--- config.mk ---
export PLATFORM = sky130hd
export DESIGN_NAME = mac_array_ctrl
export DESIGN_NICKNAME = d
export VERILOG_FILES = /design/src/rtl/mac_ctrl_pkg.sv /design/src/rtl/mac_ctrl_issue_pipe.sv /design/src/rtl/mac_array_ctrl.sv
export SDC_FILE = /design/constraint.sdc
export NUM_CORES = 1
export LEC_CHECK = 0
export ABC_AREA = 1
export CAP_MARGIN = 20
export CORE_MARGIN = 3
export CORE_UTILIZATION = 50
export DETAILED_ROUTE_END_ITERATION = 10
export DONT_BUFFER_PORTS = 1
export HOLD_SLACK_MARGIN = 0.03
export PLACE_DENSITY = 0.73
export SLEW_MARGIN = 20
export SYNTH_ARGS = -nofsm -noshare
export SYNTH_HDL_FRONTEND = slang
export SYNTH_SLANG_ARGS = --single-unit
--- constraint.sdc ---
create_clock -name clk -period 2.1 [get_ports clk]
set_input_delay 0.21 -clock clk [delete_from_list [all_inputs] [get_ports clk]]
set_output_delay 0.21 -clock clk [all_outputs]
set_load 0.01 [all_outputs]
--- src/rtl/mac_ctrl_pkg.sv ---
// rtl/mac_ctrl_pkg.sv - shared state encoding and instruction codes for the MAC array controller
package mac_ctrl_pkg;

  typedef enum logic [2:0] {
    IDLE,
    W_FILL,
    W_LOAD,
    W_SETTLE,
    X_STREAM,
    DRAIN,
    DONE
  } state_e;

  localparam logic [1:0] INST_IDLE = 2'b00;
  localparam logic [1:0] INST_LOAD = 2'b01;
  localparam logic [1:0] INST_EXEC = 2'b10;

endpackage

--- src/rtl/mac_ctrl_issue_pipe.sv ---
// rtl/mac_ctrl_issue_pipe.sv - two-stage delay from SRAM read to L0 write and L0 pop/execute
module mac_ctrl_issue_pipe (
  input  logic clk,
  input  logic reset,
  input  logic push_i,
  input  logic exec_i,
  output logic wr_o,
  output logic exec_rd_o
);

  logic s1_q;
  logic s1_exec_q;
  logic s2_q;

  // Weight reads travel stage 1 only; activation reads continue to the pop stage.
  always_ff @(posedge clk) begin
    if (reset) begin
      s1_q      <= 1'b0;
      s1_exec_q <= 1'b0;
      s2_q      <= 1'b0;
    end else begin
      s1_q      <= push_i;
      s1_exec_q <= push_i & exec_i;
      s2_q      <= s1_exec_q;
    end
  end

  assign wr_o      = s1_q;
  assign exec_rd_o = s2_q;

endmodule

--- src/rtl/mac_array_ctrl.sv ---
// rtl/mac_array_ctrl.sv - weight-stationary pass sequencer; optional perf counters under MAC_ARRAY_CTRL_PERF_EN
module mac_array_ctrl
  import mac_ctrl_pkg::*;
#(
  parameter int ROW = 8,
  parameter int COL = 8,
  parameter int AW  = 11
) (
  input  logic          clk,
  input  logic          reset,
  input  logic          start,
  input  logic [AW-1:0] w_base,
  input  logic [AW-1:0] x_base,
  input  logic [AW-1:0] num_vec,
  output logic          sram_rd,
  output logic [AW-1:0] sram_addr,
  output logic          l0_wr,
  output logic          l0_rd,
  input  logic          l0_full,
  output logic [1:0]    inst_w,
  input  logic          ofifo_valid,
  output logic          ofifo_rd,
  output logic          busy,
  output logic          done
`ifdef MAC_ARRAY_CTRL_PERF_EN
  ,
  output logic [31:0]   perf_cycles,
  output logic [31:0]   perf_stall
`endif
);

  localparam logic [AW-1:0] COL_C       = AW'(COL);
  localparam logic [AW-1:0] SETTLE_LAST = AW'(ROW + COL - 1);

  state_e        state_q, state_d;
  logic [AW-1:0] w_base_q, w_base_d;
  logic [AW-1:0] x_base_q, x_base_d;
  logic [AW-1:0] num_vec_q, num_vec_d;
  logic [AW-1:0] rd_cnt_q, rd_cnt_d;
  logic [AW-1:0] ld_cnt_q, ld_cnt_d;
  logic [AW-1:0] iss_cnt_q, iss_cnt_d;
  logic [AW-1:0] out_cnt_q, out_cnt_d;
  logic          exec_rd;

  mac_ctrl_issue_pipe u_issue_pipe (
    .clk       (clk),
    .reset     (reset),
    .push_i    (sram_rd),
    .exec_i    (state_q == X_STREAM),
    .wr_o      (l0_wr),
    .exec_rd_o (exec_rd)
  );

  always_ff @(posedge clk) begin
    if (reset) begin
      state_q   <= IDLE;
      w_base_q  <= '0;
      x_base_q  <= '0;
      num_vec_q <= '0;
      rd_cnt_q  <= '0;
      ld_cnt_q  <= '0;
      iss_cnt_q <= '0;
      out_cnt_q <= '0;
    end else begin
      state_q   <= state_d;
      w_base_q  <= w_base_d;
      x_base_q  <= x_base_d;
      num_vec_q <= num_vec_d;
      rd_cnt_q  <= rd_cnt_d;
      ld_cnt_q  <= ld_cnt_d;
      iss_cnt_q <= iss_cnt_d;
      out_cnt_q <= out_cnt_d;
    end
  end

  always_comb begin
    state_d   = state_q;
    w_base_d  = w_base_q;
    x_base_d  = x_base_q;
    num_vec_d = num_vec_q;
    rd_cnt_d  = rd_cnt_q;
    ld_cnt_d  = ld_cnt_q;
    iss_cnt_d = iss_cnt_q;
    sram_rd   = 1'b0;
    sram_addr = '0;
    l0_rd     = 1'b0;
    inst_w    = INST_IDLE;
    busy      = (state_q != IDLE);
    done      = 1'b0;
    ofifo_rd  = ofifo_valid && ((state_q == X_STREAM) || (state_q == DRAIN));
    out_cnt_d = out_cnt_q + {{(AW-1){1'b0}}, ofifo_rd};

    case (state_q)
      IDLE: begin
        if (start) begin
          w_base_d  = w_base;
          x_base_d  = x_base;
          num_vec_d = num_vec;
          rd_cnt_d  = '0;
          ld_cnt_d  = '0;
          iss_cnt_d = '0;
          out_cnt_d = '0;
          state_d   = (num_vec != '0) ? W_FILL : DONE;
        end
      end
      W_FILL: begin
        // The extra cycle at rd_cnt == COL lets the last L0 write land.
        if (rd_cnt_q == COL_C) begin
          rd_cnt_d = '0;
          state_d  = W_LOAD;
        end else begin
          sram_rd   = 1'b1;
          sram_addr = w_base_q + rd_cnt_q;
          rd_cnt_d  = rd_cnt_q + 1'b1;
        end
      end
      W_LOAD: begin
        l0_rd  = 1'b1;
        inst_w = INST_LOAD;
        if (ld_cnt_q == COL_C - 1'b1) begin
          ld_cnt_d = '0;
          state_d  = W_SETTLE;
        end else begin
          ld_cnt_d = ld_cnt_q + 1'b1;
        end
      end
      W_SETTLE: begin
        if (ld_cnt_q == SETTLE_LAST) begin
          ld_cnt_d = '0;
          state_d  = X_STREAM;
        end else begin
          ld_cnt_d = ld_cnt_q + 1'b1;
        end
      end
      X_STREAM: begin
        sram_addr = x_base_q + rd_cnt_q;
        if ((rd_cnt_q < num_vec_q) && !l0_full) begin
          sram_rd  = 1'b1;
          rd_cnt_d = rd_cnt_q + 1'b1;
        end
        if (exec_rd) begin
          l0_rd     = 1'b1;
          inst_w    = INST_EXEC;
          iss_cnt_d = iss_cnt_q + 1'b1;
          if (iss_cnt_q == num_vec_q - 1'b1) state_d = DRAIN;
        end
      end
      DRAIN: begin
        // Includes this cycle's pop so done follows the final read directly.
        if (out_cnt_d == num_vec_q) state_d = DONE;
      end
      DONE: begin
        done    = 1'b1;
        state_d = IDLE;
      end
      default: state_d = IDLE;
    endcase
  end

`ifdef MAC_ARRAY_CTRL_PERF_EN
  logic [31:0] perf_cycles_q;
  logic [31:0] perf_stall_q;

  always_ff @(posedge clk) begin
    if (reset) begin
      perf_cycles_q <= '0;
      perf_stall_q  <= '0;
    end else if ((state_q == IDLE) && start) begin
      perf_cycles_q <= '0;
      perf_stall_q  <= '0;
    end else begin
      if (busy) perf_cycles_q <= perf_cycles_q + 32'd1;
      if ((state_q == X_STREAM) && l0_full) perf_stall_q <= perf_stall_q + 32'd1;
    end
  end

  assign perf_cycles = perf_cycles_q;
  assign perf_stall  = perf_stall_q;
`endif

endmodule
Word level (Yosys, flattened, before mapping). Cells that the tools add are included.

$lt $le $gt $ge: 1. Equal/unequal tests: 19. Muxes and demuxes: 30. Bitwise logic cells: 1. Add/subtract/negate cells: 7. Reductions and logical operators: 15.

Operator list (number): $mux W11 (9); $pmux W11 S3 (2); $pmux W11 S2 (2); $add A11 B1 Y11 const B (3); $mux W3 (8); $add A11 B11 Y11 (2); $eq A11 B11 Y1 (2); $eq A11 B4 Y1 const B (2); $pmux W3 S6 (1); $ne A2 B2 Y1 const B (7); $add A11 B1 Y11 (1); $eq A11 B3 Y1 const B (1); $lt A11 B11 Y1 (1); $reduce_bool A11 Y1 (1); $sub A11 B1 Y11 const B (1); $eq A3 B3 Y1 const B (3); $reduce_bool A3 Y1 (3); $reduce_and A7 Y1 (1); $eq A3 B2 Y1 const B (2); $reduce_and A3 Y1 (2); $mux W1 (4); $pmux W1 S2 (2); $pmux W2 S2 (1); $reduce_and A2 Y1 (2); 9 further kinds (10).

Flip-flop bits (word level): 83. Output and inout port bits: 19. Word-level logic and storage cells: 84.

Depth between registers and ports, before layout. Gate-level depths: netlist of run 1.

Depth after elaboration: 7. Depth in mapped cells: 19. Mapped depth without buffers: 18.

Modules after synthesis. From an unflattened synthesis of run 1, not the netlist that was laid out.

Cell total of the unflattened synthesis: 816. Area total of the unflattened synthesis: 5526.6 um2.

Modules (own cells, without submodules): mac_array_ctrl (cells each 807, area an instance 5441.5 um2, times used 1, sequential area each 1601.5 um2); mac_ctrl_issue_pipe (cells each 9, area an instance 85.1 um2, times used 1, sequential area each 60.1 um2).

Worst setup path before layout of run 1. OpenSTA, ideal clock, no wires.

Path kind: register -> register. Start: register state_q[1]. End: register state_q[2]. Buffers on the path: 1. Arrival time: 2232 ps. Path slack: -244 ps. Stages on the path, launching flop included: 18. Setup time: 112 ps. Required time: 1988 ps. Cells stage by stage: dfxtp_1 -> inv_1 -> nand2_1 -> nor2_1 -> ha_1 -> ha_1 -> buf_2 -> nand4_1 -> nand2_1 -> nand2_1 -> nand2_1 -> nand3_1 -> nor2_1 -> nand3_1 -> o21ai_2 -> nand3_1 -> nor2_1 -> nor2_1.

Word-level cells in the longest chain between the ends: 7. Elaborated cells between the ends (all ways): 19. Classes of those cells: add/sub (1); eq/ne (13); mux (1); reduce/logical (4).

Ends and longest elaborated chain: start, declared (line mac_array_ctrl.sv:35) `state_e state_q, state_d;`; start signal, assigned (line mac_array_ctrl.sv:65) `state_q <= state_d;`; $eq A3 B3 Y1 (line mac_array_ctrl.sv:90) `ofifo_rd = ofifo_valid && ((state_q == X_STREAM) || (state_q == DRAIN));`; $logic_or A1 B1 Y1 * (line mac_array_ctrl.sv:90); $logic_and A1 B1 Y1 * (line mac_array_ctrl.sv:90); net ofifo_rd (line mac_array_ctrl.sv:22) `output logic ofifo_rd,`; $add A11 B1 Y11 * (line mac_array_ctrl.sv:91) `out_cnt_d = out_cnt_q + {{(AW-1){1'b0}}, ofifo_rd};`; $eq A11 B11 Y1 * (line mac_array_ctrl.sv:150) `if (out_cnt_d == num_vec_q) state_d = DONE;`; $ne A2 B1 Y1 (no source line) *; $reduce_and A7 Y1 (no source line) *.

The timed path passes the listed nets; every way through them passes the cells marked *. A chain may end at the register's enable or synchronous reset.

Final worst setup path of run 1.
Start: register x_base_q[3]. End: output port sram_addr[10].

Word-level cells in the longest chain between the ends: 2.

Ends and longest elaborated chain: start, declared (line mac_array_ctrl.sv:37) `logic [AW-1:0] x_base_q, x_base_d;`; start signal, assigned (line mac_array_ctrl.sv:67) `x_base_q <= x_base_d;`; $add A11 B11 Y11 (line mac_array_ctrl.sv:136) `sram_addr = x_base_q + rd_cnt_q;`; $pmux W11 S2 (line mac_array_ctrl.sv:93) `case (state_q)`; end, declared (line mac_array_ctrl.sv:16) `output logic [AW-1:0] sram_addr,`.

No other way between the ends.

==> results of run 1 <==
==> sequential cells by signal (all words and copies together) (netlist names) <==
signal / count
num_vec_q: 11
out_cnt_q: 11
w_base_q: 11
u_issue_pipe.exec_rd_o: 1
x_base_q: 11
state_q: 3
u_issue_pipe.s1_exec_q: 1
rd_cnt_q: 11
u_issue_pipe.wr_o: 1
iss_cnt_q: 11
ld_cnt_q: 11
==> logic make-up after synthesis <==
family          Yosys count  share of synthesized area
simple gates            421                      0.333
compound gates          150                      0.155
buf+inv                 106                     0.0752
flops                    83                      0.304
fa+ha+maj                39                     0.0921
xor+xnor                 25                     0.0401
==> critical path, cell delays in order (launching register included) <==
cell and delay, ps:
dfxtp_1 390, ha_4 230, nand2_1 90, nand2_1 90, nand3_1 100, nand2_1 110, a21oi_2 210, o21ai_2 90
nand2_2 90, nand2_2 70, a21oi_2 150, inv_1 50, nand2_1 50, nand3_1 70, nand2_2 110
==> layout make-up <==
type | count | area (sq um)
clock buffers | 14 | 183
clock inverters | 1 | 30.0
fillers | 756 | 2870
inverters | 89 | 342
multi-input cells | 635 | 4100
flip-flops and latches | 83 | 1700
well taps | 136 | 170
repair buffers | 126 | 1060
==> repair_timing <==
action | CTS | global route
endpoints found under the hold margin | 38 | 0
hold buffers | 29 | 0
cloned | 0 | 0
endpoints found under the setup margin | 20 | 26
gates resized for setup | 85 | 95
pin swaps | 35 | 49
buffers inserted | 16 | 18
==> power groups by stage <==
stage,clock [mW],sequential [mW],combinational [mW]
3_3_place_gp,0,2.04,2.91
2_1_floorplan,0,2.03,2.01
3_5_place_dp,0,2.05,2.99
6_report,1.28,2.09,3.91
4_1_cts,1.29,2.06,3.29
5_1_grt,1.36,2.11,4.27
==> synth_stat cells, drive strengths merged (4+ instances only) <==
| library cell | count | area (sq um) |
|---|---|---|
| nand2 | 181 | 697 |
| buf | 6 | 35.0 |
| nor4 | 4 | 25.0 |
| nand3 | 56 | 290 |
| xor2 | 18 | 158 |
| o21ai | 61 | 313 |
| a211oi | 4 | 30.0 |
| nor2 | 140 | 568 |
| nand4 | 13 | 81.3 |
| clkbuf | 11 | 41.3 |
| dfxtp | 83 | 1660 |
| o22ai | 5 | 31.3 |
| ha | 37 | 463 |
| inv | 86 | 323 |
| a31oi | 4 | 25.0 |
| xnor2 | 7 | 61.3 |
| nor3 | 20 | 105 |
| a21oi | 56 | 280 |
==> stage by stage <==
step                cell area [sq um]  hold slack, ps  utilization  total power, mW
finish                           7590            34.8        0.726             7.28
global route                     7590            30.6        0.726             7.75
CTS                              7050            32.4        0.673             6.65
detailed placement               6080             285        0.581             5.03
global placement                 6080             283        0.581             4.95
floorplan                        5510             345            -             4.04
==> per-layer routing <==
layer	vias up	track usage
met1	2966	0.353
met4	0	0.0952
met3	89	0.0756
li1	2971	-
met5	-	0
met2	317	0.464
==> how the worst min path moves through the flow <==
stage | startpoint | endpoint | cells after the start
3_5_place_dp | reset | u_issue_pipe.wr_o | 1
6_report | num_vec[7] | num_vec_q[7] | 2
3_3_place_gp | reset | iss_cnt_q[1] | 1
5_1_grt | num_vec[7] | num_vec_q[7] | 2
4_1_cts | num_vec[7] | num_vec_q[7] | 2
2_1_floorplan | w_base[10] | w_base_q[10] | 2
==> summary.txt, run 1 <==
Die
  • Die area: 0.0122 sq mm
  • Starting Density: 0.522
  • Core area: 0.0105 sq mm
  • Die H: 110 um
  • Chip width: 110 um
  • Cell row count: 37
  • IO Pins: 57

Power
  • Power Density: 959 mW/mm^2
  • Internal power: 4.07 mW
  • Sequential Power Share: 0.287
  • Gate power share: 0.537
  • Sw frac: 0.440
  • Sw power: 3.20 mW
  • Lkg Pwr: 3.29 nW
  • Clk network pwr share: 0.176
  • Peak VDD IR: 0.000734 V

Route
  • WL/cell: 17.7 um
  • DR DRC count: 0
  • Vias per inst: 5.85
  • Met2 wire len: 8850 um
  • Routed WL: 19,200 um
  • Met3 WL: 1610 um
  • Starting DRT DRC Count: 674
  • Drt pass-1 iters: 6
  • Max layer used: met4
  • DR vias: 6,343
  • M1 WL: 7830 um
  • Final ANT Viol Nets: 0

Synth
  • Number of flops mapped to enable cells by yosys: 0
  • Syn nets: 901
  • Ys Warns: 0
  • #FFs+latches synth: 83
  • Cells after Synth: 824
  • Netlist cell types: 44
  • Sequential fraction of the synthesis area: 0.304
  • Cell area after synthesis: 0.00546 sq mm
  • Top_reg_cell synth: dfxtp_1
  • Mean Syn Cell Area: 6.62 sq um
  • Share of synthesized registers carrying an async set or reset: 0

Clock tree
  • Htree depth: 3
  • Clock buffer depth: 2
  • Clock sink count: 83
  • CTS tree: yes
  • Inserted Clock Buffers: 9
  • Root Driver: clkbuf_8
  • CTS clk-pin slew, worst paths: 90 ps
  • Worst-skew pair later-pin latency: 380 ps

STA
  • Fmax: 401 MHz
  • Max Slew Vio Count: 0
  • Worst Tran Pin Value: 499 ps
  • Final Hold Fails: 0
  • RSZ-0062 raised after global routing: yes
  • Final TNS setup: -2270 ps
  • Final worst path period share: 1.19
  • Final worst slack: -392 ps
  • Max_slew headroom: 0.664
  • Final setup fails: 15
  • Setup Skew: 12.6 ps
  • Final Critical Period: 2490 ps

Critical path
  • WS Path Type: reg -> out
  • Worst endpoint required time: 1890 ps
  • Worst setup path start: x_base_q[3]
  • R2R Path Start: state_q[1]
  • Arrival time worst endpoint: 2280 ps
  • CP Launch Type: register
  • Reg2reg end: state_q[2]
  • FF-to-FF setup slack: -90 ps
  • Worst setup EP type: output pin
  • Reg2reg path depth: 16
  • Critical Path Sink: sram_addr[10]
  • CP Max Fanout: 4

Layout
  • Share of layout cells above drive strength 1: 0.277
  • Area Growth Syn to Fin: 39.1%
  • Commonest non-fill, non-tap cell in the layout: nand2_1
  • Final net count: 1,021
  • Antenna cells: 0
  • Most frequent cells in the layout: 155 x nand2_1, 122 x nor2_1, 88 x buf_4, 75 x inv_1, 67 x dfxtp_1
  • Final non-filler cell total: 1,084

Place
  • Placed cell count: 1,008
  • Input/output buffers: 0
  • Dpl hpwl: 12,100 um
  • Final GP Congestion: 0.923
  • Placement Setup Slack: -132 ps

Global routing
  • Total gr overflow: 0
  • Antenna violations before repair: 0
  • Vias in the first global route: 5,816
  • Global Route Usage Sum: 0.281
  • Largest net degree at the start of global routing: 45
  • First-pass GRT wire length: 28,000 um

Flow run
  • Max-cap violations: 0

Run status
  • Failing checks: negative setup slack
  • Status: complete, but fails checks

Min path
  • Worst Hold Class: in -> reg
(Power assumes the default switching activity.)
==> run 2: changes to the inputs <==
CORE_MARGIN = default   (was 3)
==> summary.txt, run 2 (same netlist as run 1, synthesis figures left out) <==
Die
  • Chip width: 106 um
  • Cell row count: 37
  • Starting Density: 0.522
  • Core area: 0.0105 sq mm
  • IO Pins: 57
  • Die area: 0.0113 sq mm
  • Die H: 106 um

Route
  • WL/cell: 15.8 um
  • Vias per inst: 5.63
  • DR DRC count: 0
  • Final ANT Viol Nets: 0
  • Routed WL: 17,000 um
  • Drt pass-1 iters: 7
  • DR vias: 6,036
  • Starting DRT DRC Count: 420

STA
  • RSZ-0062 raised after global routing: yes
  • Worst Tran Pin Value: 562 ps
  • Final worst path period share: 1.17
  • Final setup fails: 21
  • Final worst slack: -365 ps
  • Max Slew Vio Count: 0
  • Final TNS setup: -2880 ps
  • Fmax: 406 MHz
  • Max_slew headroom: 0.624
  • Final Hold Fails: 0
  • Final Critical Period: 2460 ps
  • Setup Skew: 13.8 ps
  • Fin Hold WS: 39.6 ps

Place
  • Final GP Congestion: 0.915
  • Input/output buffers: 0
  • Dpl hpwl: 12,000 um
  • Placement Setup Slack: -128 ps

Layout
  • Final net count: 1,009
  • Commonest non-fill, non-tap cell in the layout: nand2_1
  • Area Growth Syn to Fin: 32.9%
  • Share of layout cells above drive strength 1: 0.248
  • Utilization after layout: 0.693
  • Fill cell count: 855
  • Most frequent cells in the layout: 158 x nand2_1, 120 x nor2_1, 80 x buf_4, 77 x inv_1, 70 x dfxtp_1
  • Antenna cells: 0

Clock tree
  • Clock buffer depth: 2
  • CTS tree: yes
  • Clock sink count: 83
  • CTS clk-pin slew, worst paths: 80 ps
  • Inserted Clock Buffers: 9
  • Root Driver: clkbuf_8
  • Htree depth: 3
  • Worst-skew pair later-pin latency: 380 ps

Critical path
  • Worst setup path start: rd_cnt_q[0]
  • Worst setup EP type: output pin
  • CP Launch Type: register
  • Reg2reg end: state_q[1]
  • CP Max Fanout: 3
  • Reg2reg path depth: 16
  • WS Path Type: reg -> out
  • FF-to-FF setup slack: -50 ps
  • Arrival time worst endpoint: 2250 ps
  • Worst endpoint required time: 1890 ps
  • R2R Path Start: rd_cnt_q[0]

Power
  • Sw frac: 0.439
  • Clk network pwr share: 0.178
  • Lkg Pwr: 3.13 nW
  • Internal power: 3.87 mW
  • Sequential Power Share: 0.301
  • Power Density: 949 mW/mm^2
  • Sw power: 3.02 mW
  • Gate power share: 0.521
  • Peak VDD IR: 0.000507 V

Run status
  • Status: complete, but fails checks
  • Failing checks: negative setup slack

Global routing
  • Antenna violations before repair: 0
  • Global Route Usage Sum: 0.302
  • First-pass GRT wire length: 26,800 um
  • Total gr overflow: 0
  • Largest net degree at the start of global routing: 45
  • Vias in the first global route: 5,641

Min path
  • Worst hold path startpoint: num_vec[6]
  • Hold EP: num_vec_q[6]
  • Hold Path Stages: 2
  • Worst Hold Class: in -> reg

Flow run
  • Max-cap violations: 0
==> run 2: stage by stage <==
step	cell area, sq um	std cells	total power, mW
after global routing	7260	1073	7.35
after floorplan	5510	824	4.04
after CTS	6990	1064	6.59
final	7260	1073	6.89
after global placement	6110	1012	4.97
after detailed placement	6110	1012	5.05
==> run 2: worst max-delay path by stage <==
stage / end / slack, ps / depth (start not counted)
after detailed placement: state_q[2] / -130 / 13
after global placement: sram_addr[7] / -70 / 12
after CTS: sram_addr[6] / -330 / 12
final: sram_addr[6] / -360 / 12
after global routing: sram_addr[6] / -440 / 12
after floorplan: state_q[2] / 20 / 17
==> run 2: routing by layer <==
layer | routed length (um) | share of wire | up-vias | track usage
li1 | - | - | 2957 | -
met4 | 354 | 0.021 | 0 | 0.108
met1 | 7280 | 0.43 | 2807 | 0.381
met5 | 0 | 0 | - | 0
met3 | 1350 | 0.080 | 32 | 0.0730
met2 | 8020 | 0.47 | 240 | 0.500
==> run 2: power groups by stage <==
stage | clock network [mW] | logic (mW) | registers (mW)
floorplan | 0 | 2.01 | 2.03
global route | 1.31 | 3.94 | 2.10
global placement | 0 | 2.92 | 2.05
detailed placement | 0 | 3.01 | 2.05
finish | 1.22 | 3.59 | 2.07
CTS | 1.24 | 3.29 | 2.06
==> run 2: area by class of cell <==
class,instances,area [sq um],share of cell area
multi-input cells,635,3900,0.538
inverters,89,342,0.0471
clock inverters,4,48.8,0.00673
repair buffers,114,950,0.131
clock buffers,12,155,0.0214
flip-flops and latches,83,1690,0.233
well taps,136,170,0.0235
==> run 2: worst max-delay path, stage by stage, from the launching register on <==
cell     delay (ps)
dfxtp_4         370
ha_4            160
fa_2            370
nand3_2          80
nand2_2          60
nand2_2          90
nand2_2          50
a21oi_2         160
buf_4           140
inv_2            20
nor2_1          100
o22ai_1         110
buf_4           160
==> run 2: what timing repair did <==
item                                    4_1_cts  5_1_grt
hold buffers                                 27        0
gates cloned                                  0        0
endpoints found under the hold margin        36        0
gates resized for setup                      85       51
pin swaps                                    33       29
buffers inserted                             10       10
endpoints found under the setup margin       17       28
==> run 3: changes to the inputs <==
CORE_MARGIN = 4   (was default)
CTS_CLUSTER_DIAMETER = 80   (was default)
==> summary.txt, run 3 (same netlist as run 1, synthesis figures left out) <==
STA
  • Final setup fails: 14
  • Final TNS setup: -2260 ps
  • Final worst slack: -388 ps
  • Final Hold Fails: 0
  • Max Slew Vio Count: 0
  • Worst Tran Pin Value: 560 ps
  • RSZ-0062 raised after global routing: yes
  • Fin Hold WS: 35.0 ps
  • Final Critical Period: 2490 ps
  • Final worst path period share: 1.18
  • Fmax: 402 MHz
  • Setup Skew: 12.3 ps
  • Max_slew headroom: 0.623

Route
  • Vias per inst: 5.71
  • DR vias: 6,148
  • Final ANT Viol Nets: 0
  • Routed WL: 18,100 um
  • Drt pass-1 iters: 5
  • Starting DRT DRC Count: 471
  • WL/cell: 16.8 um
  • DR DRC count: 0

Clock tree
  • Htree depth: 3
  • CTS tree: yes
  • Inserted Clock Buffers: 9
  • Root Driver: clkbuf_8
  • Clock buffer depth: 2
  • Worst-skew pair later-pin latency: 390 ps
  • CTS clk-pin slew, worst paths: 90 ps
  • Clock sink count: 83

Layout
  • Area of the multi-input gates: 0.00399 sq mm
  • Fill cell count: 848
  • Final net count: 1,014
  • Antenna cells: 0
  • Sequential cell area: 0.00170 sq mm
  • Commonest non-fill, non-tap cell in the layout: nand2_1
  • Area Growth Syn to Fin: 34.9%
  • Final non-filler cell total: 1,077
  • Most frequent cells in the layout: 163 x nand2_1, 125 x nor2_1, 86 x buf_4, 75 x inv_1, 66 x dfxtp_1
  • Share of layout cells above drive strength 1: 0.258

Run status
  • Failing checks: negative setup slack
  • Status: complete, but fails checks

Power
  • Sequential Power Share: 0.302
  • Clk network pwr share: 0.164
  • Internal power: 3.83 mW
  • Sw power: 3.12 mW
  • Power Density: 943 mW/mm^2
  • Lkg Pwr: 3.16 nW
  • Gate power share: 0.534
  • Peak VDD IR: 0.000588 V
  • Sw frac: 0.449

Critical path
  • R2R Path Start: state_q[1]
  • Reg2reg end: state_q[1]
  • Top cell by count, worst path: nand2_2
  • CP max stage delay: 370 ps
  • Reg2reg path depth: 17
  • FF-to-FF setup slack: -60 ps
  • Worst endpoint required time: 1890 ps
  • Worst setup EP type: output pin
  • CP Max Fanout: 3
  • WS Path Type: reg -> out
  • CP Launch Type: register
  • Arrival time worst endpoint: 2280 ps
  • Critical path cell sequence: ha_4 -> fa_2 -> nand3_2 -> nand2_2 -> nand2_2 -> nand2_2 -> a21oi_4 -> o21ai_2 -> a21oi_1 -> o21ai_1 -> o21ai_2
  • Slowest cell on crit path: dfxtp_4

Global routing
  • Total gr overflow: 0
  • Largest net degree at the start of global routing: 45
  • First-pass GRT wire length: 27,300 um
  • Antenna violations before repair: 0
  • Global Route Usage Sum: 0.265
  • Vias in the first global route: 5,769

Min path
  • Worst hold path startpoint: num_vec[8]
  • Hold Path Stages: 2
  • Worst Hold Class: in -> reg
  • Hold EP: num_vec_q[8]

Die
  • Starting Density: 0.522
  • IO Pins: 57
  • Cell row count: 37
  • Die H: 112 um
  • Die area: 0.0127 sq mm
  • Core area: 0.0105 sq mm
  • Chip width: 112 um

Place
  • Dpl hpwl: 12,100 um
  • Input/output buffers: 0
  • Final GP Congestion: 0.935
  • Placed cell count: 1,007

Flow run
  • Max-cap violations: 0
-- run 3: cell types whose count changed in the layout (fill, tap and decap cells not counted), sizes merged --
cell    before  now
inv         85   86
clkbuf      12   13
clkinv       7    5
buf         87   92
bufinv       1    0
-- run 3: power by group through the flow --
stage               sequential [mW]  clock [mW]  combinational [mW]
floorplan                      2.03           0                2.01
global placement               2.05           0                2.91
detailed placement             2.06           0                2.97
CTS                            2.07        1.14                3.24
global route                   2.12        1.19                4.09
finish                         2.10        1.14                3.71
-- run 3: layout make-up --
type	instances	area share
Clock buffer	13	0.0229
Clock inverter	2	0.00136
Inverter	89	0.0457
Multi-Input combinational cell	635	0.541
Sequential cell	83	0.231
Tap cell	136	0.0231
Timing Repair Buffer	119	0.135
-- run 3: repair_timing --
action / in CTS / in global routing
hold endpoints to repair: 36 / 0
pin swaps: 28 / 27
gates resized for setup: 77 / 71
setup endpoints to repair: 22 / 27
buffers inserted: 16 / 13
hold buffers: 27 / 0
-- run 3: worst max path at each step --
stage,endpoint,startpoint,cells past startpoint,slack [ps]
floorplan,state_q[2],state_q[2],17,20
global placement,state_q[1],state_q[1],17,-40
detailed placement,sram_addr[7],rd_cnt_q[1],12,-120
CTS,sram_addr[6],rd_cnt_q[0],12,-320
global route,sram_addr[8],rd_cnt_q[0],11,-470
finish,sram_addr[8],rd_cnt_q[0],11,-390
-- run 3: worst max-delay path: cells and delay by family, from the launching register on --
family	cells	cell delay, ps
DFF	1	370
AOI/OAI and AO/OA	5	640
and+or+nand+nor	4	320
adders and majority gates	2	540
-- run 3: through the flow --
step / utilization / area [sq um] / setup slack, ps / power [mW]
6_report: 0.704 / 7370 / -388 / 6.94
5_1_grt: 0.704 / 7370 / -475 / 7.40
4_1_cts: 0.665 / 6960 / -316 / 6.45
3_5_place_dp: 0.581 / 6070 / -120 / 5.03
3_3_place_gp: 0.581 / 6070 / -35.4 / 4.96
2_1_floorplan: - / 5510 / 19.4 / 4.04
-- run 3: metal layers --
metal	routed length, um	GRT usage	vias to the layer above
li1	-	-	2968
met1	7570	0.341	2817
met4	805	0.123	0
met2	8310	0.426	293
met5	0	0	-
met3	1430	0.0561	70
